==> src/rtl/cache_ctrl_nway.sv <==
// cache_ctrl_nway: controller for an N-way set-associative, write-back cache.
// Sequences a CPU request through tag compare, dirty-victim writeback and line
// allocation, driving the array write strobes and a burst pmem interface.
// Victim choice: first invalid way, otherwise tree-PLRU.
// Optional feature: define CACHE_CTRL_PERF_EN to build the saturating
// hit/miss/writeback counters; without it the counter outputs are tied to 0.
module cache_ctrl_nway #(
    parameter int WAYS  = 4,
    parameter int BEATS = 4,
    localparam int WB = $clog2(WAYS),
    localparam int CB = (BEATS > 1) ? $clog2(BEATS) : 1
) (
    input  logic            clk,
    input  logic            rst,
    input  logic            mem_read,
    input  logic            mem_write,
    output logic            mem_resp,
    input  logic [WAYS-1:0] hit_way,
    input  logic [WAYS-1:0] valid_way,
    input  logic [WAYS-1:0] dirty_way,
    input  logic [WAYS-2:0] plru_in,
    output logic [WAYS-2:0] plru_out,
    output logic            load_plru,
    output logic [WB-1:0]   way_sel,
    output logic            load_tag,
    output logic            load_valid,
    output logic            load_data,
    output logic            set_dirty,
    output logic            clr_dirty,
    output logic            data_in_sel,
    output logic            pmem_read,
    output logic            pmem_write,
    input  logic            pmem_resp,
    output logic [CB-1:0]   beat_cnt,
    output logic            wb_addr_sel,
    output logic [31:0]     hit_count,
    output logic [31:0]     miss_count,
    output logic [31:0]     wb_count
);

    typedef enum logic [1:0] {IDLE, COMPARE, WRITEBACK, ALLOCATE} state_t;

    localparam logic [CB-1:0] LAST_BEAT = CB'(BEATS - 1);

    state_t          state_r, state_next_s;
    logic [WB-1:0]   victim_r, victim_s, hit_idx_s;
    logic [CB-1:0]   beat_cnt_r;
    logic            wb_done_r;
    logic            req_s, hit_any_s, victim_dirty_s, last_beat_s, beat_step_s;

    // Index of the lowest set bit (0 when none set).
    function automatic logic [WB-1:0] lowest_set(input logic [WAYS-1:0] vec);
        logic [WAYS-1:0] tmp;
        logic            found;
        logic [WB-1:0]   idx;
        tmp   = vec;
        found = 1'b0;
        idx   = {WB{1'b0}};
        for (int i = 0; i < WAYS; i++) begin
            if (!found && tmp[0]) begin
                idx   = WB'(i);
                found = 1'b1;
            end else begin
                found = found;
            end
            tmp = tmp >> 1;
        end
        return idx;
    endfunction

    // Follow the tree bits from the root: 0 = go to the lower half, 1 = upper half.
    function automatic logic [WB-1:0] plru_victim(input logic [WAYS-2:0] bits);
        logic [WB-1:0] node;
        logic [WB-1:0] way;
        logic          dir;
        node = {WB{1'b0}};
        way  = {WB{1'b0}};
        for (int l = 0; l < WB; l++) begin
            dir  = bits[node];
            way  = (way << 1) | WB'(dir);
            node = (node << 1) + WB'(1'b1) + WB'(dir);
        end
        return way;
    endfunction

    // Point every node on the path of the touched way at the opposite half.
    function automatic logic [WAYS-2:0] plru_update(input logic [WAYS-2:0] bits,
                                                    input logic [WB-1:0]   way);
        logic [WAYS-2:0] res;
        logic [WB-1:0]   node;
        logic [WB-1:0]   w;
        logic            dir;
        res  = bits;
        node = {WB{1'b0}};
        w    = way;
        for (int l = 0; l < WB; l++) begin
            dir       = w[WB-1];
            res[node] = ~dir;
            w         = w << 1;
            node      = (node << 1) + WB'(1'b1) + WB'(dir);
        end
        return res;
    endfunction

    // Decode request, hit way, miss victim and beat progress for the current cycle.
    always_comb begin
        req_s     = mem_read ^ mem_write;
        hit_any_s = |hit_way;
        hit_idx_s = lowest_set(hit_way);
        if (&valid_way) begin
            victim_s = plru_victim(plru_in);
        end else begin
            victim_s = lowest_set(~valid_way);
        end
        victim_dirty_s = valid_way[victim_s] & dirty_way[victim_s];
        last_beat_s    = (beat_cnt_r == LAST_BEAT);
        beat_step_s    = pmem_resp && ((state_r == ALLOCATE) ||
                                       ((state_r == WRITEBACK) && !wb_done_r));
    end

    // Next-state and strobe decode; every strobe defaults low.
    always_comb begin
        state_next_s = state_r;
        mem_resp     = 1'b0;
        plru_out     = {(WAYS-1){1'b0}};
        load_plru    = 1'b0;
        way_sel      = {WB{1'b0}};
        load_tag     = 1'b0;
        load_valid   = 1'b0;
        load_data    = 1'b0;
        set_dirty    = 1'b0;
        clr_dirty    = 1'b0;
        data_in_sel  = 1'b0;
        pmem_read    = 1'b0;
        pmem_write   = 1'b0;
        wb_addr_sel  = 1'b0;
        case (state_r)
            IDLE: begin
                if (req_s) begin
                    state_next_s = COMPARE;
                end else begin
                    state_next_s = IDLE;
                end
            end
            COMPARE: begin
                if (!req_s) begin
                    // Request withdrawn during a miss: line is filled, no response.
                    state_next_s = IDLE;
                end else if (hit_any_s) begin
                    mem_resp     = 1'b1;
                    way_sel      = hit_idx_s;
                    load_plru    = 1'b1;
                    plru_out     = plru_update(plru_in, hit_idx_s);
                    if (mem_write) begin
                        load_data = 1'b1;
                        set_dirty = 1'b1;
                    end else begin
                        load_data = 1'b0;
                    end
                    state_next_s = IDLE;
                end else begin
                    way_sel = victim_s;
                    if (victim_dirty_s) begin
                        state_next_s = WRITEBACK;
                    end else begin
                        state_next_s = ALLOCATE;
                    end
                end
            end
            WRITEBACK: begin
                way_sel = victim_r;
                if (wb_done_r) begin
                    // Burst finished: one cycle to clear the dirty bit.
                    clr_dirty    = 1'b1;
                    state_next_s = ALLOCATE;
                end else begin
                    pmem_write  = 1'b1;
                    wb_addr_sel = 1'b1;
                end
            end
            ALLOCATE: begin
                way_sel     = victim_r;
                pmem_read   = 1'b1;
                data_in_sel = 1'b1;
                if (pmem_resp) begin
                    load_data = 1'b1;
                    if (last_beat_s) begin
                        load_tag     = 1'b1;
                        load_valid   = 1'b1;
                        clr_dirty    = 1'b1;
                        state_next_s = COMPARE;
                    end else begin
                        load_tag = 1'b0;
                    end
                end else begin
                    load_data = 1'b0;
                end
            end
            default: begin
                state_next_s = IDLE;
            end
        endcase
    end

    // State register, victim latch, beat counter and writeback-complete flag.
    always_ff @(posedge clk or negedge rst) begin
        if (!rst) begin
            state_r    <= IDLE;
            victim_r   <= {WB{1'b0}};
            beat_cnt_r <= {CB{1'b0}};
            wb_done_r  <= 1'b0;
        end else begin
            state_r <= state_next_s;
            if ((state_r == COMPARE) &&
                ((state_next_s == WRITEBACK) || (state_next_s == ALLOCATE))) begin
                victim_r <= victim_s;
            end else begin
                victim_r <= victim_r;
            end
            if ((state_next_s != state_r) &&
                ((state_next_s == WRITEBACK) || (state_next_s == ALLOCATE))) begin
                beat_cnt_r <= {CB{1'b0}};
            end else if (beat_step_s) begin
                beat_cnt_r <= last_beat_s ? {CB{1'b0}} : beat_cnt_r + CB'(1'b1);
            end else begin
                beat_cnt_r <= beat_cnt_r;
            end
            wb_done_r <= (state_r == WRITEBACK) && beat_step_s && last_beat_s;
        end
    end

    assign beat_cnt = beat_cnt_r;

`ifdef CACHE_CTRL_PERF_EN
    logic [31:0] hit_count_r, miss_count_r, wb_count_r;
    logic        hit_inc_s, miss_inc_s, wb_inc_s;

    // Counter events: hit/miss on a live compare, writeback on burst entry.
    always_comb begin
        hit_inc_s  = (state_r == COMPARE) && req_s && hit_any_s;
        miss_inc_s = (state_r == COMPARE) && req_s && !hit_any_s;
        wb_inc_s   = (state_r == COMPARE) && (state_next_s == WRITEBACK);
    end

    // Saturating performance counters.
    always_ff @(posedge clk or negedge rst) begin
        if (!rst) begin
            hit_count_r  <= 32'h0000_0000;
            miss_count_r <= 32'h0000_0000;
            wb_count_r   <= 32'h0000_0000;
        end else begin
            if (hit_inc_s && (hit_count_r != 32'hFFFF_FFFF)) begin
                hit_count_r <= hit_count_r + 32'h0000_0001;
            end else begin
                hit_count_r <= hit_count_r;
            end
            if (miss_inc_s && (miss_count_r != 32'hFFFF_FFFF)) begin
                miss_count_r <= miss_count_r + 32'h0000_0001;
            end else begin
                miss_count_r <= miss_count_r;
            end
            if (wb_inc_s && (wb_count_r != 32'hFFFF_FFFF)) begin
                wb_count_r <= wb_count_r + 32'h0000_0001;
            end else begin
                wb_count_r <= wb_count_r;
            end
        end
    end

    assign hit_count  = hit_count_r;
    assign miss_count = miss_count_r;
    assign wb_count   = wb_count_r;
`else
    assign hit_count  = 32'h0000_0000;
    assign miss_count = 32'h0000_0000;
    assign wb_count   = 32'h0000_0000;
`endif

endmodule

==> config.mk <==
export PLATFORM = sky130hd
export DESIGN_NAME = cache_ctrl_nway
export DESIGN_NICKNAME = d
export VERILOG_FILES = /design/src/rtl/cache_ctrl_nway.sv
export SDC_FILE = /design/constraint.sdc
export NUM_CORES = 1
export LEC_CHECK = 0
export CAP_MARGIN = 15
export CORE_AREA = 2 2 80 59
export CTS_CLUSTER_SIZE = 30
export DETAILED_ROUTE_END_ITERATION = 10
export DIE_AREA = 0 0 82 61
export PLACE_DENSITY = 0.87
export SYNTH_ARGS = -nofsm -noshare
export SYNTH_HDL_FRONTEND = slang
export SYNTH_SLANG_ARGS = --single-unit
==> constraint.sdc <==
create_clock -name clk -period 4.2 [get_ports clk]
set_clock_uncertainty 0.05 [all_clocks]
set_input_delay 0.42 -clock clk [delete_from_list [all_inputs] [get_ports clk]]
set_output_delay 0.42 -clock clk [all_outputs]
set_load 0.03 [all_outputs]
==> impl_metrics.csv <==
group,metric,value,unit
outcome,outcome,"complete, no violations",
job,drv_cap,0,
layout,drive_gt1_share,6.25,%
clocking,cts-root-buf,"clkbuf_8",
floorplan,core,4200,um2
worst_setup_path,crit_fanout,6,
synthesis,ys_seq_area_share,12.9,%
timing,setup_viol,0,
power,leakage,0.736,nW
timing,tns,0,ns
synthesis,yosysTopAreaCell,"buf_4",
placement,dp.cells,259,
placement,io_buffers,37,
layout,area_growth,5.80,%
route,drt_wl_total,2470,um
synthesis,synthArstFlopShare,100,%
worst_setup_path,end_kind,"output port",
synthesis,synth.area.top_cells,"buf_4, dfrtp_1, mux2i_1",
synthesis,netlist_instances,173,
layout,final_cells,263,
clocking,cts_max_level,1,
global_routing,antenna_found_initial,0,
layout,fillCellCount,445,
synthesis,synth_edf_count,0,
synthesis,synth_flop_cell,"dfrtp_1",
timing,period_share,73.6,%
synthesis,syn_area_per_cell,7.85,um2
clocking,hold_buffers,0,
global_routing,grt-ovfl-total,0,
floorplan,die_area,5000,um2
clocking,clockBufferDepth,2,
layout,insertedDiodeCount,0,
clocking,cts_setup_buffers,0,
placement,dp_hpwl,2160,um
global_routing,grt_usage,8.21,%
global_routing,grt_pass1_vias,772,
global_routing,grt_max_degree,9,
worst_setup_path,reg2reg_depth,5,
floorplan,start_util,32.3,%
clocking,clk_pin_slew,0.04,ns
layout,final_nets,230,
clocking,insertion_delay,0.22,ns
power,power_density,484,nW/um2
timing,rsz0062_at_grt,"no",
route,wl_per_cell,9.39,um
global_routing,grt_pass1_wl,3170,um
layout,final_util,34.2,%
route,drt_iter0_drc,21,
floorplan,die_x,82,um
worst_setup_path,arrival,2.62,ns
timing,fin_crit,3.09,ns
route,firstDrtPassIters,4,
clocking,cts-resized-gates,0,
synthesis,yosysWarnings,0,
clocking,cts_inserted_buffers,3,
synthesis,ys_types,42,
floorplan,floorplan.rows,20,
route,vias_per_cell,3.59,
worst_setup_path,cp_data_required_time,3.73,ns
timing,slew_violations,0,
floorplan,io-pin-count,134,
timing,worst_pin_slew,0.506,ns
worst_setup_path,critPathKind,"in -> out",
route,post-route-drc-count,0,
clocking,clock_sinks,7,
synthesis,synth_area,1360,um2
clocking,cts_tree,"done",
timing,fmax,324,MHz
power,peakVddDrop,0.000217,V
timing,hold_viol_final,0,
route,num_vias,944,
synthesis,ys_ff_latch,7,
timing,slew_headroom,65.4,%
worst_setup_path,start_kind,"input pin",
placement,routabilityCongestion,0.760,
route,ant_nets,0,
worst_hold_path,min_path_type,"in -> async",
synthesis,synth.top_cell.area_share,55.2,%
floorplan,dieHeight,61,um
## state kept, by name, indices dropped and copies added, names as in the netlist
| name | count |
|---|---|
| victim_r | 2 |
| state_r | 2 |
| beat_cnt | 2 |
| wb_done_r | 1 |
## cell usage after synthesis (2+ instances only)
cell / number
a31oi_1: 2
nor2_1: 8
inv_1: 3
nand2_1: 7
nand3_1: 4
buf_4: 100
a2111oi_0: 2
a21o_2: 2
and3_1: 2
mux2i_1: 3
and3_2: 2
dfrtp_1: 7
o21ai_0: 2
## per-stage QoR
step           power (mW)  setup slack [ns]  cell area (um2)  hold slack [ns]
2_1_floorplan       0.532              1.79             1720           0.0744
3_3_place_gp        0.588              1.27             1390            0.449
3_5_place_dp        0.602              1.09             1390            0.449
4_1_cts             0.697              1.08             1440            0.416
5_1_grt             0.738             0.937             1440            0.423
6_report            0.695              1.11             1440            0.410
## area by class of cell
| cell class | count | area [um2] | area share, % |
|---|---|---|---|
| Multi-Input combinational cell | 157 | 767 | 53.4 |
| Timing Repair Buffer | 37 | 370 | 25.8 |
| Sequential cell | 7 | 175 | 12.2 |
| Tap cell | 55 | 68.8 | 4.79 |
| Clock buffer | 4 | 45.0 | 3.13 |
| Inverter | 3 | 11.3 | 0.783 |
## metal layers
metal	GRT usage (%)	vias up	part of all wire [%]
met5	0	-	0
met4	3.57	0	0.57
met3	1.79	2	11
met2	16.3	60	54
met1	8.36	434	34
li1	-	448	-
## cell families after synthesis
kind of cell | Yosys count | share of synthesized area (%)
xor gates and xnor gates | 1 | 0.645
adders and majority gates | 1 | 0.921
AOI/OAI and AO/OA | 20 | 10.9
DFF | 7 | 12.9
and+or+nand+nor | 35 | 14.5
muxes | 4 | 3.04
buffers and inverters | 104 | 56.9
other | 1 | 0.276
## power breakdown
group / internal, mW / leakage, nW / total [mW] / switching [mW]
logic: 0.165 / 0.627 / 0.475 / 0.310
registers: 0.0967 / 0.0864 / 0.129 / 0.0325
clock network: 0.0653 / 0.0228 / 0.0908 / 0.0254
total: 0.327 / 0.736 / 0.695 / 0.368
## cell usage in the layout, fill, tap and decap left out, types with 2 or more instances in the layout
master	count
nand2_1	7
nor2_1	8
a31oi_1	2
dfrtp_1	7
a2111oi_0	2
inv_1	3
and3_2	2
a21o_2	2
nand3_1	4
clkdlybuf4s50_1	37
mux2i_1	3
conb_1	96
o21ai_0	2
and3_1	2
clkbuf_8	3
## worst max-delay path, stage by stage
cell	delay [ns]
clkdlybuf4s50_1	0.49
xor2_1	0.25
nand2_1	0.20
a2111oi_0	0.43
a21o_2	0.15
clkdlybuf4s50_1	0.68
## final timing paths
| kind | slack (ns) | end | start |
|---|---|---|---|
| setup reg to reg | 2.43 | beat_cnt[0] | state_r[1] |
| min in group clk | 0.48 | beat_cnt[1] | wb_done_r |
| hold / removal | 0.41 | beat_cnt[0] | rst |
| max in group asynchronous | 3.45 | victim_r[0] | rst |
| hold reg to reg | 0.48 | beat_cnt[1] | wb_done_r |
| setup / recovery | 1.11 | way_sel[1] | mem_write |
(Power assumes the default switching activity.)
